**src/rtl/fl_header_insert_if.sv**
```systemverilog
// FrameLink word bus: data, byte remainder, active-low framing and handshake.
// The source drives through the master modport and the sink through the slave modport.
interface fl_header_insert_if #(
   parameter int DATA_WIDTH = 64
);
   localparam int DREM_WIDTH = (DATA_WIDTH > 8) ? $clog2(DATA_WIDTH / 8) : 1;

   logic [DATA_WIDTH-1:0] data;
   logic [DREM_WIDTH-1:0] rem;
   logic                  sof_n;
   logic                  eof_n;
   logic                  sop_n;
   logic                  eop_n;
   logic                  src_rdy_n;
   logic                  dst_rdy_n;

   modport master (output data, rem, sof_n, eof_n, sop_n, eop_n, src_rdy_n,
                   input  dst_rdy_n);
   modport slave  (input  data, rem, sof_n, eof_n, sop_n, eop_n, src_rdy_n,
                   output dst_rdy_n);
endinterface

```
**src/rtl/fl_header_insert.sv**
```systemverilog
// Inserts HDR_WORDS header words in front of each FrameLink frame, either as a
// separate part or merged into the first part; EN=0 passes frames untouched.
module fl_header_insert #(
   parameter int DATA_WIDTH = 64,
   parameter int HDR_WORDS  = 1,
   parameter int HDR_PART   = 1
) (
   input  logic                            CLK,
   input  logic                            RESET_N,
   input  logic [DATA_WIDTH*HDR_WORDS-1:0] DATA,
   input  logic                            EN,
   fl_header_insert_if.slave               rx,
   fl_header_insert_if.master              tx,
   output logic                            BUSY
);
   localparam int IDX_W = (HDR_WORDS > 1) ? $clog2(HDR_WORDS) : 1;
   localparam logic [IDX_W-1:0] IDX_LAST = IDX_W'(HDR_WORDS - 1);

   typedef enum logic [1:0] {IDLE, HDR, PASS, BYPASS} state_t;

   state_t                          state_q;
   logic [IDX_W-1:0]                idx_q;
   logic [DATA_WIDTH*HDR_WORDS-1:0] hdr_q;
   logic                            first_q;
   logic                            busy_q;
   logic                            rx_xfer;

   assign rx_xfer = !rx.src_rdy_n && !tx.dst_rdy_n;
   assign BUSY    = busy_q;

   // hdr_q shifts down one word per header transfer, so the word on TX is always the low slice
   always_ff @(posedge CLK or negedge RESET_N) begin
      if (!RESET_N) begin
         state_q <= IDLE;
         idx_q   <= '0;
         hdr_q   <= '0;
         first_q <= 1'b0;
         busy_q  <= 1'b0;
      end else begin
         case (state_q)
            IDLE: begin
               if (!rx.src_rdy_n && !rx.sof_n) begin
                  if (EN) begin
                     hdr_q   <= DATA;
                     idx_q   <= '0;
                     busy_q  <= 1'b1;
                     state_q <= HDR;
                  end else begin
                     state_q <= BYPASS;
                  end
               end
            end
            HDR: begin
               if (!tx.dst_rdy_n) begin
                  hdr_q <= hdr_q >> DATA_WIDTH;
                  if (idx_q == IDX_LAST) begin
                     idx_q   <= '0;
                     busy_q  <= 1'b0;
                     first_q <= 1'b1;
                     state_q <= PASS;
                  end else begin
                     idx_q <= idx_q + 1'b1;
                  end
               end
            end
            PASS: begin
               if (rx_xfer) begin
                  first_q <= 1'b0;
                  if (!rx.eof_n) state_q <= IDLE;
               end
            end
            BYPASS: begin
               if (rx_xfer && !rx.eof_n) state_q <= IDLE;
            end
            default: state_q <= IDLE;
         endcase
      end
   end

   always_comb begin
      tx.data      = '0;
      tx.rem       = '0;
      tx.sof_n     = 1'b1;
      tx.eof_n     = 1'b1;
      tx.sop_n     = 1'b1;
      tx.eop_n     = 1'b1;
      tx.src_rdy_n = 1'b1;
      rx.dst_rdy_n = 1'b1;
      case (state_q)
         HDR: begin
            tx.data      = hdr_q[DATA_WIDTH-1:0];
            tx.rem       = '1;
            tx.sof_n     = (idx_q != '0);
            tx.sop_n     = (idx_q != '0);
            tx.eop_n     = !((HDR_PART != 0) && (idx_q == IDX_LAST));
            tx.src_rdy_n = 1'b0;
         end
         PASS, BYPASS: begin
            tx.data      = rx.data;
            tx.rem       = rx.rem;
            tx.sof_n     = rx.sof_n;
            tx.eof_n     = rx.eof_n;
            tx.sop_n     = rx.sop_n;
            tx.eop_n     = rx.eop_n;
            tx.src_rdy_n = rx.src_rdy_n;
            rx.dst_rdy_n = tx.dst_rdy_n;
            if (state_q == PASS) begin
               tx.sof_n = 1'b1;
               // a merged header already opened the part the first frame word belongs to
               if ((HDR_PART == 0) && first_q) tx.sop_n = 1'b1;
            end
         end
         default: ;
      endcase
   end
endmodule

```
**src/flat_wrapper.sv**
```systemverilog
// flat-port wrapper written by rule: the top's interface ports become plain ports
module fl_header_insert_flat 
#(
   parameter int DATA_WIDTH = 64,
   parameter int HDR_WORDS  = 1,
   parameter int HDR_PART   = 1
)
  (CLK, RESET_N, DATA, EN, BUSY, rx_data, rx_rem, rx_sof_n, rx_eof_n, rx_sop_n, rx_eop_n, rx_src_rdy_n, rx_dst_rdy_n, tx_data, tx_rem, tx_sof_n, tx_eof_n, tx_sop_n, tx_eop_n, tx_src_rdy_n, tx_dst_rdy_n);
  fl_header_insert_if #(.DATA_WIDTH(DATA_WIDTH)) rx_i ();
  fl_header_insert_if #(.DATA_WIDTH(DATA_WIDTH)) tx_i ();
  input  logic CLK;
  input  logic RESET_N;
  input  logic [DATA_WIDTH*HDR_WORDS-1:0] DATA;
  input  logic EN;
  output logic BUSY;
  input wire logic [$bits(rx_i.data)-1:0] rx_data;
  input wire logic [$bits(rx_i.rem)-1:0] rx_rem;
  input wire logic [$bits(rx_i.sof_n)-1:0] rx_sof_n;
  input wire logic [$bits(rx_i.eof_n)-1:0] rx_eof_n;
  input wire logic [$bits(rx_i.sop_n)-1:0] rx_sop_n;
  input wire logic [$bits(rx_i.eop_n)-1:0] rx_eop_n;
  input wire logic [$bits(rx_i.src_rdy_n)-1:0] rx_src_rdy_n;
  output wire logic [$bits(rx_i.dst_rdy_n)-1:0] rx_dst_rdy_n;
  output wire logic [$bits(tx_i.data)-1:0] tx_data;
  output wire logic [$bits(tx_i.rem)-1:0] tx_rem;
  output wire logic [$bits(tx_i.sof_n)-1:0] tx_sof_n;
  output wire logic [$bits(tx_i.eof_n)-1:0] tx_eof_n;
  output wire logic [$bits(tx_i.sop_n)-1:0] tx_sop_n;
  output wire logic [$bits(tx_i.eop_n)-1:0] tx_eop_n;
  output wire logic [$bits(tx_i.src_rdy_n)-1:0] tx_src_rdy_n;
  input wire logic [$bits(tx_i.dst_rdy_n)-1:0] tx_dst_rdy_n;
  assign rx_i.data = rx_data;
  assign rx_i.rem = rx_rem;
  assign rx_i.sof_n = rx_sof_n;
  assign rx_i.eof_n = rx_eof_n;
  assign rx_i.sop_n = rx_sop_n;
  assign rx_i.eop_n = rx_eop_n;
  assign rx_i.src_rdy_n = rx_src_rdy_n;
  assign rx_dst_rdy_n = rx_i.dst_rdy_n;
  assign tx_data = tx_i.data;
  assign tx_rem = tx_i.rem;
  assign tx_sof_n = tx_i.sof_n;
  assign tx_eof_n = tx_i.eof_n;
  assign tx_sop_n = tx_i.sop_n;
  assign tx_eop_n = tx_i.eop_n;
  assign tx_src_rdy_n = tx_i.src_rdy_n;
  assign tx_i.dst_rdy_n = tx_dst_rdy_n;
  fl_header_insert #(.DATA_WIDTH(DATA_WIDTH), .HDR_WORDS(HDR_WORDS), .HDR_PART(HDR_PART)) u_core (.CLK(CLK), .RESET_N(RESET_N), .DATA(DATA), .EN(EN), .rx(rx_i), .tx(tx_i), .BUSY(BUSY));
endmodule
```
**config.mk**
```make
export PLATFORM = sky130hd
export DESIGN_NAME = fl_header_insert_flat
export DESIGN_NICKNAME = d
export VERILOG_FILES = /design/src/rtl/fl_header_insert_if.sv /design/src/rtl/fl_header_insert.sv /design/src/flat_wrapper.sv
export SDC_FILE = /design/constraint.sdc
export NUM_CORES = 1
export LEC_CHECK = 0
export CORE_AREA = 2 2 84 86
export CTS_BUF_LIST = sky130_fd_sc_hd__clkbuf_8
export DETAILED_ROUTE_END_ITERATION = 8
export DIE_AREA = 0 0 86 88
export DONT_BUFFER_PORTS = 1
export PLACE_DENSITY = 0.79
export SETUP_SLACK_MARGIN = 0.02
export SKIP_LAST_GASP = 1
export SLEW_MARGIN = 0
export SYNTH_ARGS = -nofsm -noshare
export SYNTH_HDL_FRONTEND = slang
export SYNTH_SLANG_ARGS = --single-unit
```
**constraint.sdc**
```tcl
create_clock -name CLK -period 2.4 [get_ports CLK]
set_input_delay 0.6 -clock CLK [delete_from_list [all_inputs] [get_ports CLK]]
set_output_delay 0.6 -clock CLK [all_outputs]
set_load 0.05 [all_outputs]
```
Word-level counts from Yosys, hierarchy flattened
Cells that the tools add are included.

$add $sub $neg: 1. Eq/ne operators: 10. Muxes and demuxes: 31. Reductions and logical operators: 13.

Operators with widths (number): $pmux 64 s2 (2); $mux 64 (3); $mux 2 (7); $pmux 1 s2 (6); $mux 1 (11); $ne 2x2->1 const B (4); $pmux 2 s4 (1); $ne 2x1->1 const B (3); $pmux 3 s2 (1); $reduce_and 6->1 (1); $reduce_and 5->1 (1); $eq 2x2->1 const B (2); $logic_not 1->1 (4); $reduce_and 4->1 (1); $logic_and 1x1->1 (3); $eq 2x1->1 const B (1); $logic_not 2->1 (1); $reduce_bool 2->1 (1); $reduce_or 2->1 (1); $add 1x1->1 const B (1).

Register bits after elaboration: 68. Input bits: 140. Output and inout bits: 74. Word-level logic and storage cells: 59.

Logic depth before layout (Yosys ltp)
Gate-level depths: netlist of the first run.

Depth in word-level cells: 5. Gate-level depth with buffers: 6. Mapped depth without buffers: 3.

Least setup slack after synthesis of the first run
Ideal clock, no wire load.

Path type: register to output. From: register u_core.state_q[0]. To: output tx_data[0]. Arrival: 1507 ps. Required time: 1800 ps. Path slack: 293 ps. Cell stages (with the launch flop): 5. Buffers on the path: 2. Cell sequence: dfrtp_1 nor2b_1 buf_2 buf_2 a22o_1.

Cells in the longest elaborated chain, start to end: 3. Elaborated cells between the ends (all ways): 5. Classes of those cells: eq/ne (3); mux (1); reduce/logical (1).

RTL lines: start, declared (RTL line fl_header_insert.sv:21) `state_t state_q;`; start signal, assigned (RTL line fl_header_insert.sv:34) `state_q <= IDLE;`; start signal, assigned (RTL line fl_header_insert.sv:47) `state_q <= HDR;`; start signal, assigned (RTL line fl_header_insert.sv:49) `state_q <= BYPASS;`; $eq 2x2->1 (RTL line fl_header_insert.sv:89) `case (state_q)`; $reduce_or 2->1 (RTL line fl_header_insert.sv:89); $pmux 64 s2 * (RTL line fl_header_insert.sv:89); end, declared (RTL line flat_wrapper.sv:24) `output wire logic [$bits(tx_i.data)-1:0] tx_data;`.

Mark *: on every way between the ends. The rest lies on a longest branch, timed or not.

Worst setup path in the final report of the first run
From: register u_core.state_q[1]. To: output tx_src_rdy_n.

Cells in the longest elaborated chain, start to end: 3. Elaborated cells between the ends (all ways): 5. Classes of those cells: eq/ne (3); mux (1); reduce/logical (1).

RTL lines: $eq 2x2->1 (RTL line fl_header_insert.sv:89); $reduce_or 2->1 (RTL line fl_header_insert.sv:89); $pmux 1 s2 * (RTL line fl_header_insert.sv:89); end, declared (RTL line flat_wrapper.sv:30) `output wire logic [$bits(tx_i.src_rdy_n)-1:0] tx_src_rdy_n;`.

Marked as above.

==> results of run 1 <==
-- report_power, final --
part	internal [mW]	switching [mW]	total, mW
Combinational	2.10	2.79	4.89
Clock	0.721	0.440	1.16
Sequential	1.70	0.425	2.13
-- layout make-up --
type                    instances  area share [%]
clock buffers                  10            2.69
clock inverters                 6            2.18
flip-flops and latches         67            32.8
multi-input cells             278            31.5
repair buffers                 77            28.9
well taps                      80            1.96
-- synthesized netlist by cell type (all sizes together) --
library cell  number
dfrtp             67
nand2             66
o21ai             65
a22o              64
nand3             64
buf               24
clkbuf            20
a21o               7
nand2b             4
and2               1
nor2               1
nor2b              1
nor4               1
o21a               1
o32a               1
o41ai              1
or3b               1
-- cells by family after synthesis --
group           count (synthesis)  synth area share (%)
simple gates                  139                  18.3
buf+inv                        44                  6.19
flops                          67                  47.9
compound gates                139                  27.6
-- through the flow --
stage	power [mW]	utilization (%)
2_1_floorplan	4.80	-
3_3_place_gp	6.80	72.8
3_5_place_dp	6.99	72.8
4_1_cts	8.18	77.0
5_1_grt	8.50	77.0
6_report	8.18	77.0
-- worst max path at each step --
stage	start	end	slack (ns)	cells after the start
floorplan	u_core.state_q[0]	tx_data[0]	0.29	4
global placement	u_core.state_q[0]	tx_data[42]	0.44	4
detailed placement	u_core.state_q[0]	tx_data[4]	0.33	4
CTS	u_core.state_q[0]	tx_data[4]	0.04	4
global route	u_core.state_q[1]	tx_eop_n	0.03	3
finish	u_core.state_q[1]	tx_src_rdy_n	0.11	3
-- cell usage in the layout, fill, tap and decap left out --
cell | synthesis | routed
a21o_1 | 7 | 7
a22o_1 | 64 | 64
and2_2 | 0 | 1
buf_12 | 0 | 70
buf_16 | 0 | 1
buf_4 | 3 | 5
buf_6 | 2 | 1
bufinv_16 | 0 | 3
clkbuf_8 | 0 | 10
clkinv_2 | 0 | 1
clkinvlp_4 | 0 | 1
dfrtp_1 | 67 | 65
dfrtp_2 | 0 | 2
inv_6 | 0 | 1
nand2_1 | 66 | 66
nand2b_1 | 4 | 4
nand3_1 | 64 | 64
nor2_1 | 1 | 1
nor2b_4 | 0 | 1
nor4_4 | 1 | 1
o21a_1 | 1 | 1
o21ai_0 | 63 | 63
o21ai_1 | 2 | 2
o32a_1 | 1 | 1
o41ai_1 | 1 | 1
or3b_2 | 0 | 1
-- layer usage --
metal | vias up | wire, um | global-route usage, %
li1 | 1493 | - | -
met1 | 1667 | 3860 | 33.5
met2 | 192 | 6020 | 49.4
met3 | 21 | 855 | 6.50
met4 | 0 | 223 | 10.1
met5 | - | 0 | 0
-- registers in the layout (all words and copies together), names as in the netlist --
signal,flops
u_core.state_q,2
u_core.BUSY,1
u_core.hdr_q,64
-- what timing repair did --
action,4_1_cts,5_1_grt
hold endpoints to repair,67,0
endpoints found under the setup margin,28,27
hold buffers,1,0
resized for setup,1,1
buffers inserted,0,0
==> reports/metrics.cfg, run 1 <==
[status]
outcome = completed

[route]
dr.first_iter.drc_count = 236
vias = 3373
dr.pass1.iters = 5
route.detailed.drc = 0
drt-wirelength-per-cell_um = 21.2
ant_nets = 0
viasPerCell = 6.51
wl_mm = 11.0

[sta]
finClkSkew_ns = 0.00841
fmax_ghz = 0.437
worstMarginPinSlew_ns = 0.680
maxSlewViolCount = 0
maxSlewHeadroom_pct = 54.7
setup_viol = 0
period_share_pct = 95.4
period_minus_slack_ns = 2.29
setup_slack_ns = 0.110
whs_ns = 0.146
rsz0062_at_grt = no
tns_ns = 0
hold_viol = 0

[critical_path]
reg2regPathDepth = 5
path_cells = buf_4 > nor2_1 > a21o_1
cp_slowest_stage_delay_ns = 0.43
critPathCaptureType = output pin
critPathKind = reg -> out
reg2reg_to = u_core.hdr_q[12]
critPathLaunchType = flip-flop
ff2ff_setup_slack_ns = 0.36
rr_startpoint = u_core.state_q[1]
crit_family = flip-flops
cpMaxStageDelayCell = dfrtp_2
path_max_fanout = 41
path_buf_inv = 1
cp.arrival_ns = 1.69
worstPathRequired_ns = 1.80

[job]
cap_violations = 0

[global_route]
grt_max_degree = 68
grt_pass1_vias = 3312
antenna_found_initial = 0
grt.overflow.total = 0
grt.total_usage_pct = 28.0
grt_pass1_wl_mm = 16.8

[floorplanning]
dieArea_um2 = 7570
die_x_um = 86
coreArea_um2 = 6640
ios = 214
start_util_pct = 52.6
num_rows = 30
die_height_um = 88

[placement]
placed_area_um2 = 4840
globalplace.congestion = 0.801
place_inst = 501
post-place-ws_ns = 0.330
io_buffers = 0
hpwl_mm = 7.83

[clock_tree]
clockBufferDepth = 2
htree_levels = 3
clock_sinks = 67
path_clk_slew_ns = 0.08
worstSkewPairLatency_ns = 0.33
clockRootBuffer = clkbuf_8
cts_tree = yes
cts_buffers = 9

[yosys]
synthDistinctLibCells = 22
syn_avg_cell_area_um2 = 8.99
synth.area.top_cells = dfrtp_1 48%, a22o_1 16%, nand3_1 9.2%, o21ai_0 9.0%, nand2_1 7.1%
synth_top_cell_by_area = dfrtp_1
synthCells = 389
synth_fp_nets = 529
synth.top_cell.area_share_pct = 47.9
synth_seq_cells = 67
ys_seq_area_share_pct = 47.9
syn_area_um2 = 3500
yosys_warnings = 0

[final_layout]
area_delta_synth_final_pct = 46.4
antenna_cells = 0
final_cells = 518
drive_gt1_share_pct = 22.6
multi_input_area_um2 = 1610
nNetsFinal = 573
seqCellArea_um2 = 1680
fillers = 408
final_area_um2 = 5120

[pwr]
ir_drop_mv = 0.849
powerDensity_nw_per_um2 = 1600
leakagePower_nw = 2.22

[hold_path]
worstHoldPathType = in -> async

No activity file was read; power rests on OpenSTA's default activity.
==> run 2, diff against run 1 <==
--- a/config.mk
+++ b/config.mk
@@ -5,15 +5,17 @@
 export SDC_FILE = /design/constraint.sdc
 export NUM_CORES = 1
 export LEC_CHECK = 0
-export CORE_AREA = 2 2 84 86
+export ABC_AREA = 1
+export CORE_ASPECT_RATIO = 0.7
+export CORE_MARGIN = 2
+export CORE_UTILIZATION = 65
 export CTS_BUF_LIST = sky130_fd_sc_hd__clkbuf_8
 export DETAILED_ROUTE_END_ITERATION = 8
-export DIE_AREA = 0 0 86 88
 export DONT_BUFFER_PORTS = 1
-export PLACE_DENSITY = 0.79
+export PLACE_DENSITY = 0.92
 export SETUP_SLACK_MARGIN = 0.02
 export SKIP_LAST_GASP = 1
-export SLEW_MARGIN = 0
+export SLEW_MARGIN = 25
 export SYNTH_ARGS = -nofsm -noshare
 export SYNTH_HDL_FRONTEND = slang
 export SYNTH_SLANG_ARGS = --single-unit
==> run 2 against run 1 <==
Effect of this change:
- the run now ends with negative setup slack left
- via count is 27% higher
- combinational power up 40%
- final cell count up 17%
- critical path type unchanged
==> reports/metrics.cfg, run 2 <==
[route]
route.detailed.drc = 0
dr.first_iter.drc_count = 523
viasPerCell = 7.07
drt-wirelength-per-cell_um = 26.0
dr.pass1.iters = 7
wl_mm = 15.7
vias = 4272
ant_nets = 0

[pwr]
cellInternalPower_mw = 4.72
leakagePower_nw = 2.78
comb_power_share_pct = 70.2
powerDensity_nw_per_um2 = 1790
switching_share_pct = 51.9
netSwitchingPower_mw = 5.08
clkPwrFrac_pct = 9.6
p_seq_share_pct = 20.2
finalPower_mw = 9.80
ir_drop_mv = 1.26

[global_route]
antenna_found_initial = 0
grt.overflow.total = 0
grt_pass1_wl_mm = 23.1
grt_max_degree = 73
grt_pass1_vias = 4308
grt.total_usage_pct = 44.2

[clock_tree]
path_clk_slew_ns = 0.08
cts_tree = yes
htree_levels = 3
clock_sinks = 67
clockBufferDepth = 2
cts_buffers = 9
postCtsSetupBuffers = 0
clockRootBuffer = clkbuf_8
worstSkewPairLatency_ns = 0.36

[placement]
globalplace.congestion = 0.823
post-place-ws_ns = 0.305
io_buffers = 0
place_inst = 587
placed_area_um2 = 5180
hpwl_mm = 9.35

[yosys]
async_flop_share_pct = 100
yosys_warnings = 0
ys_seq_area_share_pct = 42.6
synthDistinctLibCells = 20
yosysMostFrequentCell = nand2_1
synth_common_cells = 208 x nand2_1, 67 x dfrtp_1, 64 x a22o_1, 64 x nand3b_1, 14 x buf_6
synth_top_cell_by_area = dfrtp_1
synth.area.top_cells = dfrtp_1 43%, nand2_1 20%, a22o_1 14%, nand3b_1 12%, buf_6 4.0%
synth.top_cell.area_share_pct = 42.6
synth_fp_nets = 613
ys.flop_type = dfrtp_1
synth_edf_count = 0
synthCells = 473
syn_area_um2 = 3940
syn_avg_cell_area_um2 = 8.32
synth_seq_cells = 67

[status]
violations = negative setup slack
outcome = complete, but fails checks

[final_layout]
largest_register = u_core.hdr_q
final_core_util_pct = 94.4
final_cells = 604
largest_reg_flops = 64
nNetsFinal = 664
area_delta_synth_final_pct = 38.6
final_cell_mix = 207 x nand2_1, 65 x buf_12, 65 x dfrtp_1
antenna_cells = 0
final_common_cell = nand2_1
final_area_um2 = 5460
drive_gt1_share_pct = 21.6

[floorplanning]
dieArea_um2 = 6710
die_x_um = 97.0
die_height_um = 69.1
num_rows = 23
start_util_pct = 68.1
coreArea_um2 = 5780
ios = 214

[sta]
worstMarginPinSlew_ns = 0.579
setup_slack_ns = -0.00963
setup_viol = 1
period_minus_slack_ns = 2.41
whs_ns = 0.106
maxSlewHeadroom_pct = 61.4
finClkSkew_ns = 0.00824
period_share_pct = 100
tns_ns = -0.00963
rsz0062_at_grt = yes
maxSlewViolCount = 0
hold_viol = 0
fmax_ghz = 0.415

[critical_path]
cp.arrival_ns = 1.81
critPathKind = reg -> out
critPathLaunchType = flip-flop
worstPathRequired_ns = 1.80
reg2regPathDepth = 7
critPathCaptureType = output pin
path_max_fanout = 69

[hold_path]
worstHoldPathType = in -> async

[job]
cap_violations = 0

## run 2: worst paths after layout
| path | start | endpoint | slack, ns |
|---|---|---|---|
| hold reg to reg | u_core.hdr_q[37] | u_core.hdr_q[37] | 0.49 |
| hold / removal | RESET_N | u_core.hdr_q[6] | 0.11 |
| min in group CLK | DATA[23] | u_core.hdr_q[23] | 0.46 |
| setup / recovery | u_core.state_q[0] | tx_rem[1] | -0.01 |
| max in group asynchronous | RESET_N | u_core.state_q[0] | 2.01 |
| setup reg to reg | u_core.state_q[1] | u_core.hdr_q[63] | 0.37 |
## run 2: worst max-delay path, stage by stage (launching register included)
cell      delay (ns)
dfrtp_2         0.49
nand2_4         0.13
clkbuf_8        0.43
nand2_1         0.16
buf_4           0.23
## run 2: final cells by class
| cell class | instances | area [um^2] |
|---|---|---|
| Fill cell | 171 | 325 |
| Timing Repair Buffer | 83 | 1490 |
| Sequential cell | 67 | 1680 |
| Inverter | 7 | 33.8 |
| Clock inverter | 6 | 56.3 |
| Clock buffer | 10 | 138 |
| Multi-Input combinational cell | 356 | 1970 |
| Tap cell | 75 | 93.8 |
## run 2: repair_timing
action / CTS / global route
hold buffers: 1 / 0
hold endpoints to repair: 67 / 0
setup endpoints to repair: 64 / 70
gates resized for setup: 0 / 13
## run 2: kinds of logic (layout without fill, tap and decap cells)
| logic type | count (synthesis) | count (layout) | share of synthesized area (%) |
|---|---|---|---|
| buf+inv | 50 | 106 | 8.29 |
| compound gates | 70 | 70 | 15.1 |
| flops | 67 | 67 | 42.6 |
| simple gates | 286 | 286 | 34.0 |
## run 2: power groups by stage
stage / registers, mW / logic [mW] / clock network (mW)
2_1_floorplan: 1.80 / 4.16 / 0
3_3_place_gp: 1.88 / 6.22 / 0
3_5_place_dp: 1.91 / 6.51 / 0
4_1_cts: 1.91 / 6.60 / 0.930
5_1_grt: 1.99 / 7.11 / 0.980
6_report: 1.98 / 6.87 / 0.941
## run 2: routing by layer
metal / routed length (um) / up-vias / track usage, %
met5: 0 / - / 0
met4: 1280 / 0 / 26.4
met3: 1990 / 141 / 13.3
met2: 7500 / 449 / 75.7
met1: 4920 / 1993 / 48.7
li1: - / 1689 / -
==> run 3, diff against run 2 <==
--- a/config.mk
+++ b/config.mk
@@ -6,13 +6,12 @@
 export NUM_CORES = 1
 export LEC_CHECK = 0
 export ABC_AREA = 1
-export CORE_ASPECT_RATIO = 0.7
-export CORE_MARGIN = 2
-export CORE_UTILIZATION = 65
+export CORE_AREA = 2 2 84 86
 export CTS_BUF_LIST = sky130_fd_sc_hd__clkbuf_8
 export DETAILED_ROUTE_END_ITERATION = 8
+export DIE_AREA = 0 0 86 88
 export DONT_BUFFER_PORTS = 1
-export PLACE_DENSITY = 0.92
+export PLACE_DENSITY = 0.86
 export SETUP_SLACK_MARGIN = 0.02
 export SKIP_LAST_GASP = 1
 export SLEW_MARGIN = 25
==> run 3 against run 2 <==
Effect of this change:
- the run now ends clean
- sequential share of layout area increased by 0.43 points
- sequential power fell by 4%
- global-route usage decreased by 14 points
- register-to-register slack better by 0.19 ns
- utilization is 13 points lower
- largest power group unchanged
==> reports/metrics.cfg, run 3 (synthesis results as in run 2) <==
[clock_tree]
cts_buffers = 9
clockBufferDepth = 2
path_clk_slew_ns = 0.06
cts_tree = yes
postCtsSetupBuffers = 0
clockRootBuffer = clkbuf_8
worstSkewPairLatency_ns = 0.33
clock_sinks = 67
htree_levels = 3

[global_route]
grt_max_degree = 73
antenna_found_initial = 0
grt.total_usage_pct = 30.4
grt_pass1_vias = 3725
grt.overflow.total = 0
grt_pass1_wl_mm = 18.0

[final_layout]
final_area_um2 = 5380
final_cell_mix = 207 x nand2_1, 66 x dfrtp_1, 64 x a22o_1, 64 x nand3b_1, 64 x buf_12
largest_register = u_core.hdr_q
area_delta_synth_final_pct = 36.6
drive_gt1_share_pct = 20.4
final_common_cell = nand2_1
antenna_cells = 0
nNetsFinal = 665
largest_reg_flops = 64

[sta]
rsz0062_at_grt = yes
maxSlewViolCount = 0
fmax_ghz = 0.438
finClkSkew_ns = 0.0124
period_minus_slack_ns = 2.28
worstMarginPinSlew_ns = 0.522
maxSlewHeadroom_pct = 65.2
setup_viol = 0
hold_viol = 0
period_share_pct = 95.1

[placement]
placed_area_um2 = 5160
hpwl_mm = 8.23
io_buffers = 0
globalplace.congestion = 0.793

[floorplanning]
start_util_pct = 59.3
die_x_um = 86
num_rows = 30
ios = 214
coreArea_um2 = 6640
dieArea_um2 = 7570
die_height_um = 88

[critical_path]
critPathLaunchType = flip-flop
cp.arrival_ns = 1.68
path_max_fanout = 49
critPathKind = reg -> out
worstPathRequired_ns = 1.80
critPathCaptureType = output pin

[route]
viasPerCell = 6.14
ant_nets = 0
wl_mm = 11.4
route.detailed.drc = 0
dr.pass1.iters = 6
dr.first_iter.drc_count = 251
vias = 3743
drt-wirelength-per-cell_um = 18.7

[pwr]
leakagePower_nw = 2.76
powerDensity_nw_per_um2 = 1700
finalPower_mw = 9.15
ir_drop_mv = 0.872

[job]
cap_violations = 0

[hold_path]
worstHoldPathType = in -> async

[status]
outcome = completed

## run 3: cell types whose count changed in the layout (fill, tap and decap cells not counted), moves of 2 or more
| cell | before | now |
|---|---|---|
| a22o_4 | 4 | 0 |
| inv_1 | 5 | 7 |
| buf_4 | 14 | 16 |
| a22o_1 | 60 | 64 |
## run 3: per-stage QoR
step	TNS [ns]	instances	setup WS [ns]	util (%)	hold slack, ns
after floorplan	0	473	0.0802	-	0.304
after global placement	0	593	0.471	77.7	0.307
after detailed placement	0	593	0.384	77.7	0.307
after CTS	0	610	0.0632	80.9	0.143
after global routing	-0.00648	610	-0.00648	81.0	0.144
final	0	610	0.119	81.0	0.137
## run 3: final timing paths
check,start,to,cells past startpoint,slack (ns)
max,u_core.state_q[0],tx_rem[1],4,0.12
min reg2reg,u_core.hdr_q[60],u_core.hdr_q[60],2,0.48
max in group asynchronous,RESET_N,u_core.state_q[1],1,1.96
min in group CLK,DATA[7],u_core.hdr_q[7],3,0.47
min,RESET_N,u_core.hdr_q[53],1,0.14
max reg2reg,u_core.state_q[1],u_core.hdr_q[51],8,0.56
## run 3: layout make-up
| cell class | instances | area [um^2] |
|---|---|---|
| multi-input combinational | 356 | 1940 |
| sequential | 67 | 1680 |
| timing repair buffer | 84 | 1470 |
| fill | 396 | 1260 |
| clock buffer | 11 | 151 |
| tap | 80 | 100 |
| inverter | 7 | 26.3 |
| clock inverter | 5 | 21.3 |
## run 3: layer usage
metal,vias up,part of all wire (%),track usage [%]
met5,-,0,0
met4,0,3.6,16.2
met3,34,7.2,5.37
met2,213,53,52.1
met1,1809,36,36.6
li1,1687,-,-
## run 3: worst max-delay path, stage by stage, from the launching register on
cell and delay [ns]:
dfrtp_1 0.47, nand2_4 0.12, buf_4 0.43, nand2_1 0.11, buf_4 0.21
## run 3: repair_timing
action / 4_1_cts / 5_1_grt
setup endpoints to repair: 2 / 39
endpoints found under the hold margin: 67 / 0
resized for setup: 2 / 2
hold buffers: 1 / 0
## run 3: where the power goes
part | total (mW) | internal (mW) | leakage, nW | switching (mW)
Clock | 0.809 | 0.417 | 0.103 | 0.393
Sequential | 1.90 | 1.58 | 0.867 | 0.322
Combinational | 6.44 | 2.57 | 1.79 | 3.87
==> RTL change 1: new RTL, settings of run 1 <==
`DATA_WIDTH` is set to 64 in 3 places; all go to 32.
--- a/src/rtl/fl_header_insert_if.sv
+++ b/src/rtl/fl_header_insert_if.sv
@@ -1,7 +1,7 @@
 // FrameLink word bus: data, byte remainder, active-low framing and handshake.
 // The source drives through the master modport and the sink through the slave modport.
 interface fl_header_insert_if #(
-   parameter int DATA_WIDTH = 64
+   parameter int DATA_WIDTH = 32
 );
    localparam int DREM_WIDTH = (DATA_WIDTH > 8) ? $clog2(DATA_WIDTH / 8) : 1;
 
--- a/src/rtl/fl_header_insert.sv
+++ b/src/rtl/fl_header_insert.sv
@@ -1,7 +1,7 @@
 // Inserts HDR_WORDS header words in front of each FrameLink frame, either as a
 // separate part or merged into the first part; EN=0 passes frames untouched.
 module fl_header_insert #(
-   parameter int DATA_WIDTH = 64,
+   parameter int DATA_WIDTH = 32,
    parameter int HDR_WORDS  = 1,
    parameter int HDR_PART   = 1
 ) (
--- a/src/flat_wrapper.sv
+++ b/src/flat_wrapper.sv
@@ -1,7 +1,7 @@
 // flat-port wrapper written by rule: the top's interface ports become plain ports
 module fl_header_insert_flat 
 #(
-   parameter int DATA_WIDTH = 64,
+   parameter int DATA_WIDTH = 32,
    parameter int HDR_WORDS  = 1,
    parameter int HDR_PART   = 1
 )
Ports: changed (5 resized); port bits go from 214 to 116. No check against the original RTL was run, so the function may have changed too.
==> RTL change 1 against run 1 <==
Area after synthesis down 47%. Final area down 46%. Sequential cell count down 32. Total power down 48%. Combinational power down 46%. Via count down 49%. Routed wire length down 49%. Worst setup slack better by 0.086 ns. Critical endpoint is now tx_data[10]. Largest cell class is now multi-input combinational cells. Highest routed layer unchanged.
==> RTL change 1: results (changes against run 1) <==
status -> finished, final reports clean (unchanged)
top post-synthesis cells by area -> dfrtp_1 (47%), a22o_1 (15%), o21ai_0 (8.9%), nand3_1 (8.6%), nand2_1 (6.8%) (was dfrtp_1 (48%), a22o_1 (16%), nand3_1 (9.2%), o21ai_0 (9.0%), nand2_1 (7.1%))
Final #Nets -> 311 (was 573)
DRT Wirelength -> 5.56 mm (was 11.0 mm)
Top Layer Used -> met4 (unchanged)
Slew @ Worst Pin -> 0.536 ns (was 0.680 ns)
Clock Skew -> 0.00269 ns (was 0.00841 ns)
Syn Area/Cell -> 9.01 um2 (was 8.99 um2)
Seq/total area -> 31.9% (was 32.8%)
htree depth -> 2 (was 3)
Leakage -> 0.00119 uW (was 0.00222 uW)
vias per cell -> 5.42 (was 6.51)
arrival time at the worst endpoint -> 1.60 ns (was 1.69 ns)
multi-input logic area -> 880 um2 (was 1610 um2)
Critical R2R Capture -> u_core.hdr_q[2] (was u_core.hdr_q[12])
worst-case vdd ir drop -> 0.540 mV (was 0.849 mV)
CP max FO -> 19 (was 41)
Hold WS -> 0.149 ns (was 0.146 ns)
max reg flops -> 32 (was 64)
CP Capture Point -> tx_data[10] (was tx_src_rdy_n)
gpl congestion -> 0.715 (was 0.801)
overall fraction of global-route tracks in use -> 14.8% (was 28.0%)
Critical Path Start -> u_core.state_q[0] (was u_core.state_q[1])
Inserted Clock Buffers -> 5 (was 9)
area added between synthesis and finish -> 47.1% (was 46.4%)
clk sinks -> 35 (was 67)
share of cells above drive strength 1 -> 23.2% (was 22.6%)
most common library cells after synthesis -> dfrtp_1 (35), nand2_1 (34), o21ai_0 (33) (was dfrtp_1 (67), nand2_1 (66), a22o_1 (64), nand3_1 (64), o21ai_0 (63))
Final HPWL DP -> 4.12 mm (was 7.83 mm)
Final clock-cell share -> 3.65% (was 4.86%)
first-pass GRT wire length -> 8.84 mm (was 16.8 mm)
Netlist cell types -> 20 (was 22)
WL met1 -> 2.21 mm (was 3.86 mm)
register-to-register setup slack -> 0.71 ns (was 0.36 ns)
Signal buffers -> 45 (was 77)
drt first-iter violations -> 82 (was 236)
placed instance area -> 2620 um2 (was 4840 um2)
CP max stage delay -> 0.49 ns (was 0.43 ns)
Place WS -> 0.486 ns (was 0.330 ns)
clk_lat worst skew -> 0.28 ns (was 0.33 ns)
Post-Layout Cell Count -> 317 (was 518)
met2 WL post-DR -> 2.79 mm (was 6.02 mm)
Slowest cell on crit path -> dfrtp_1 (was dfrtp_2)
DR pass1 iterations -> 4 (was 5)
# clk buffers -> 7 (was 10)
multi-input gates -> 149 (was 278)
most used flip-flop cell after synthesis -> dfrtp_1 (unchanged)
number of global-route vias before repair -> 1720 (was 3312)
WL met3 -> 533 um (was 855 um)
final worst slack -> 0.195 ns (was 0.110 ns)
==> RTL change 1: cell types whose count changed after synthesis <==
cell / change
buf_6: -1
buf_4: -2
clkbuf_2: -2
nand2_1: -32
a21o_1: -1
clkbuf_1: -10
nand3_1: -32
a22o_1: -32
buf_2: -6
o21ai_1: -2
and2_2: +1
o21ai_0: -30
dfrtp_1: -32
and2_1: -1
==> RTL change 1: kinds of logic after synthesis <==
family                 share of synthesized area (%)
AOI/OAI and AO/OA                               27.7
buffers and inverters                           6.04
and+or+nand+nor                                 19.3
DFF                                             46.9
==> RTL change 1: metal layers <==
layer / track usage (%) / up-vias
met1: 18.2 / 827
li1: - / 802
met3: 5.00 / 2
met2: 24.8 / 87
met5: 0 / -
met4: 3.90 / 0
==> RTL change 1: where the power goes <==
part | switching (uW) | internal, uW
clock | 197 | 258
sequential | 233 | 887
combinational | 1500 | 1140
==> RTL change 2: new RTL, flow settings as in run 1 <==
Made on the original files. Encoding of `state_t`: now one-hot (4 bits for 4 states).
--- a/src/rtl/fl_header_insert.sv
+++ b/src/rtl/fl_header_insert.sv
@@ -16,7 +16,7 @@
    localparam int IDX_W = (HDR_WORDS > 1) ? $clog2(HDR_WORDS) : 1;
    localparam logic [IDX_W-1:0] IDX_LAST = IDX_W'(HDR_WORDS - 1);
 
-   typedef enum logic [1:0] {IDLE, HDR, PASS, BYPASS} state_t;
+   typedef enum logic [3:0] {IDLE = 4'b0001, HDR = 4'b0010, PASS = 4'b0100, BYPASS = 4'b1000} state_t;
 
    state_t                          state_q;
    logic [IDX_W-1:0]                idx_q;
Behaviour: no difference found for any inputs over 10 cycles, from zero or initial values and one cycle with RESET_N low; not proved beyond that.
==> RTL change 2 against run 1 <==
The run now ends with setup timing left. Final area grew 10%. Sequential cell count grew 2. Count of clock-buffer cells in the layout is the same. Register-to-register slack lost 0.06 ns. Maximum frequency shrank 7.1%. Area after synthesis shrank 5.4%. Final cell count shrank 17%. Routed wire length grew 16%. First-iteration DRC count shrank 35%. Worst setup slack lost 0.18 ns. Synthesized cell count shrank 32%. Critical path type unchanged.
Power is not compared: it rests on default switching activity, and its combinational part moved more than twofold at a synthesized area within 25%.
==> RTL change 2: results (changes against run 1) <==
status -> complete, but fails checks (was finished, final reports clean)
failing checks -> setup timing
number of fill cells -> 326 (was 408)
Synth Area in Compound Gates -> 36.9% (was 27.6%)
drt first-iter violations -> 153 (was 236)
root buffer cell -> clkbuf_8 (unchanged)
Top reg by flops -> u_core.hdr_q (unchanged)
multiplexer share of the synthesized area -> 0% (unchanged)
Final #Nets -> 483 (was 573)
Data buffer area share -> 33.4% (was 28.9%)
Inserted Clock Buffers -> 9 (unchanged)
Final HPWL DP -> 7.03 mm (was 7.83 mm)
Async S/R FF share, synth -> 100% (unchanged)
multi-input gates -> 160 (was 278)
multi-input logic area -> 1720 um2 (was 1610 um2)
arrival time at the worst endpoint -> 1.87 ns (was 1.69 ns)
DR pass1 iterations -> 4 (was 5)
vias per cell -> 6.83 (was 6.51)
XOR/XNOR Fraction of Synth Area -> 0.265% (was 0%)
Netlist cell types -> 29 (was 22)
gpl congestion -> 0.724 (was 0.801)
# clk buffers -> 10 (unchanged)
clk sinks -> 69 (was 67)
DRT Wirelength -> 12.7 mm (was 11.0 mm)
CP max FO -> 10 (was 41)
htree depth -> 3 (unchanged)
largest net degree at the start of global routing -> 69 (was 68)
Place WS -> 0.228 ns (was 0.330 ns)
Post CTS Setup Buffer Count -> 6 (was 0)
CP max stage delay -> 0.45 ns (was 0.43 ns)
most common library cells after synthesis -> a22o_1 (128), dfrtp_1 (68), buf_2 (17) (was dfrtp_1 (67), nand2_1 (66), a22o_1 (64), nand3_1 (64), o21ai_0 (63))
Final clock-cell share -> 3.54% (was 4.86%)
Max transition margin -> 46.5% (was 54.7%)
port bufs -> 0 (unchanged)
share of cells above drive strength 1 -> 46.6% (was 22.6%)
top post-synthesis cells by area -> dfrtp_1 (51%), a22o_1 (34%), buf_2 (2.6%), buf_8 (1.8%), a21o_1 (1.1%) (was dfrtp_1 (48%), a22o_1 (16%), nand3_1 (9.2%), o21ai_0 (9.0%), nand2_1 (7.1%))
Net Count, Synth -> 403 (was 529)
overall fraction of global-route tracks in use -> 28.0% (about the same)
Seq/Total Area, Yosys -> 52.2% (was 47.9%)
yosys warns -> 0 (unchanged)
Worst path top cell family by delay -> buffers and inverters (was flip-flops)
final number of setup-violating endpoints -> 42 (was 0)
min-delay worst type -> input port to async pin (unchanged)
Slowest cell on crit path -> dfrtp_2 (unchanged)
inverters -> 5 (was 0)
Clock Skew -> 0.0154 ns (was 0.00841 ns)
CTS clk-pin slew, worst paths -> 0.08 ns (about the same)
Hold-fix buffers, CTS -> 1 (unchanged)
Signal buffers -> 98 (was 77)
Storage cell area -> 1730 um2 (was 1680 um2)
final worst slack -> -0.0661 ns (was 0.110 ns)
Resized cells post-CTS -> 14 (was 1)
first-pass GRT wire length -> 16.0 mm (was 16.8 mm)
number of global-route vias before repair -> 2901 (was 3312)
# diodes -> 0 (unchanged)
## RTL change 2: cell count changes in the layout (fill, tap and decap cells not counted), sizes merged, moves of 16 or more
| cell | delta |
|---|---|
| buf | +16 |
| nand3 | -64 |
| o21ai | -64 |
| nand2 | -63 |
| a22o | +64 |
## RTL change 2: per-stage QoR
stage                     area (um2)  instances  setup TNS [ns]  utilization, %
after floorplan                 3310        263         -0.0311               -
after global placement          4750        392               0            71.4
after detailed placement        4750        392               0            71.4
after CTS                       5160        418           -2.52            77.7
after global routing            5650        428           -5.69            85.1
final                           5650        428           -1.33            85.1
## RTL change 2: logic make-up after synthesis
kind of cell	after synthesis
AND/OR/NAND/NOR	16
flip-flops	69
buffers and inverters	35
XOR/XNOR	1
AO/OA/AOI/OAI	142
## RTL change 2: power by group
group	total, uW	switching [uW]	internal, uW
sequential	1740	271	1470
clock	964	459	505
combinational	779	358	421
## RTL change 2: path summary, 6_finish.rpt
| path | start | slack [ns] | depth (start not counted) | to |
|---|---|---|---|---|
| max | u_core.state_q[2] | -0.07 | 6 | tx_data[45] |
| min | RESET_N | 0.11 | 0 | u_core.state_q[0] |
| max reg2reg | u_core.state_q[0] | 0.30 | 6 | u_core.hdr_q[58] |
| min reg2reg | u_core.hdr_q[0] | 0.52 | 1 | u_core.hdr_q[0] |
| max in group asynchronous | RESET_N | 1.97 | 1 | u_core.hdr_q[11] |
| min in group CLK | EN | 0.38 | 1 | u_core.state_q[3] |
## RTL change 2: routing by layer
layer | track usage, % | wire [um] | vias up
li1 | - | - | 1224
met1 | 32.7 | 4500 | 1505
met2 | 49.7 | 6930 | 175
met3 | 6.50 | 997 | 21
met4 | 11.7 | 313 | 0
met5 | 0 | 0 | -
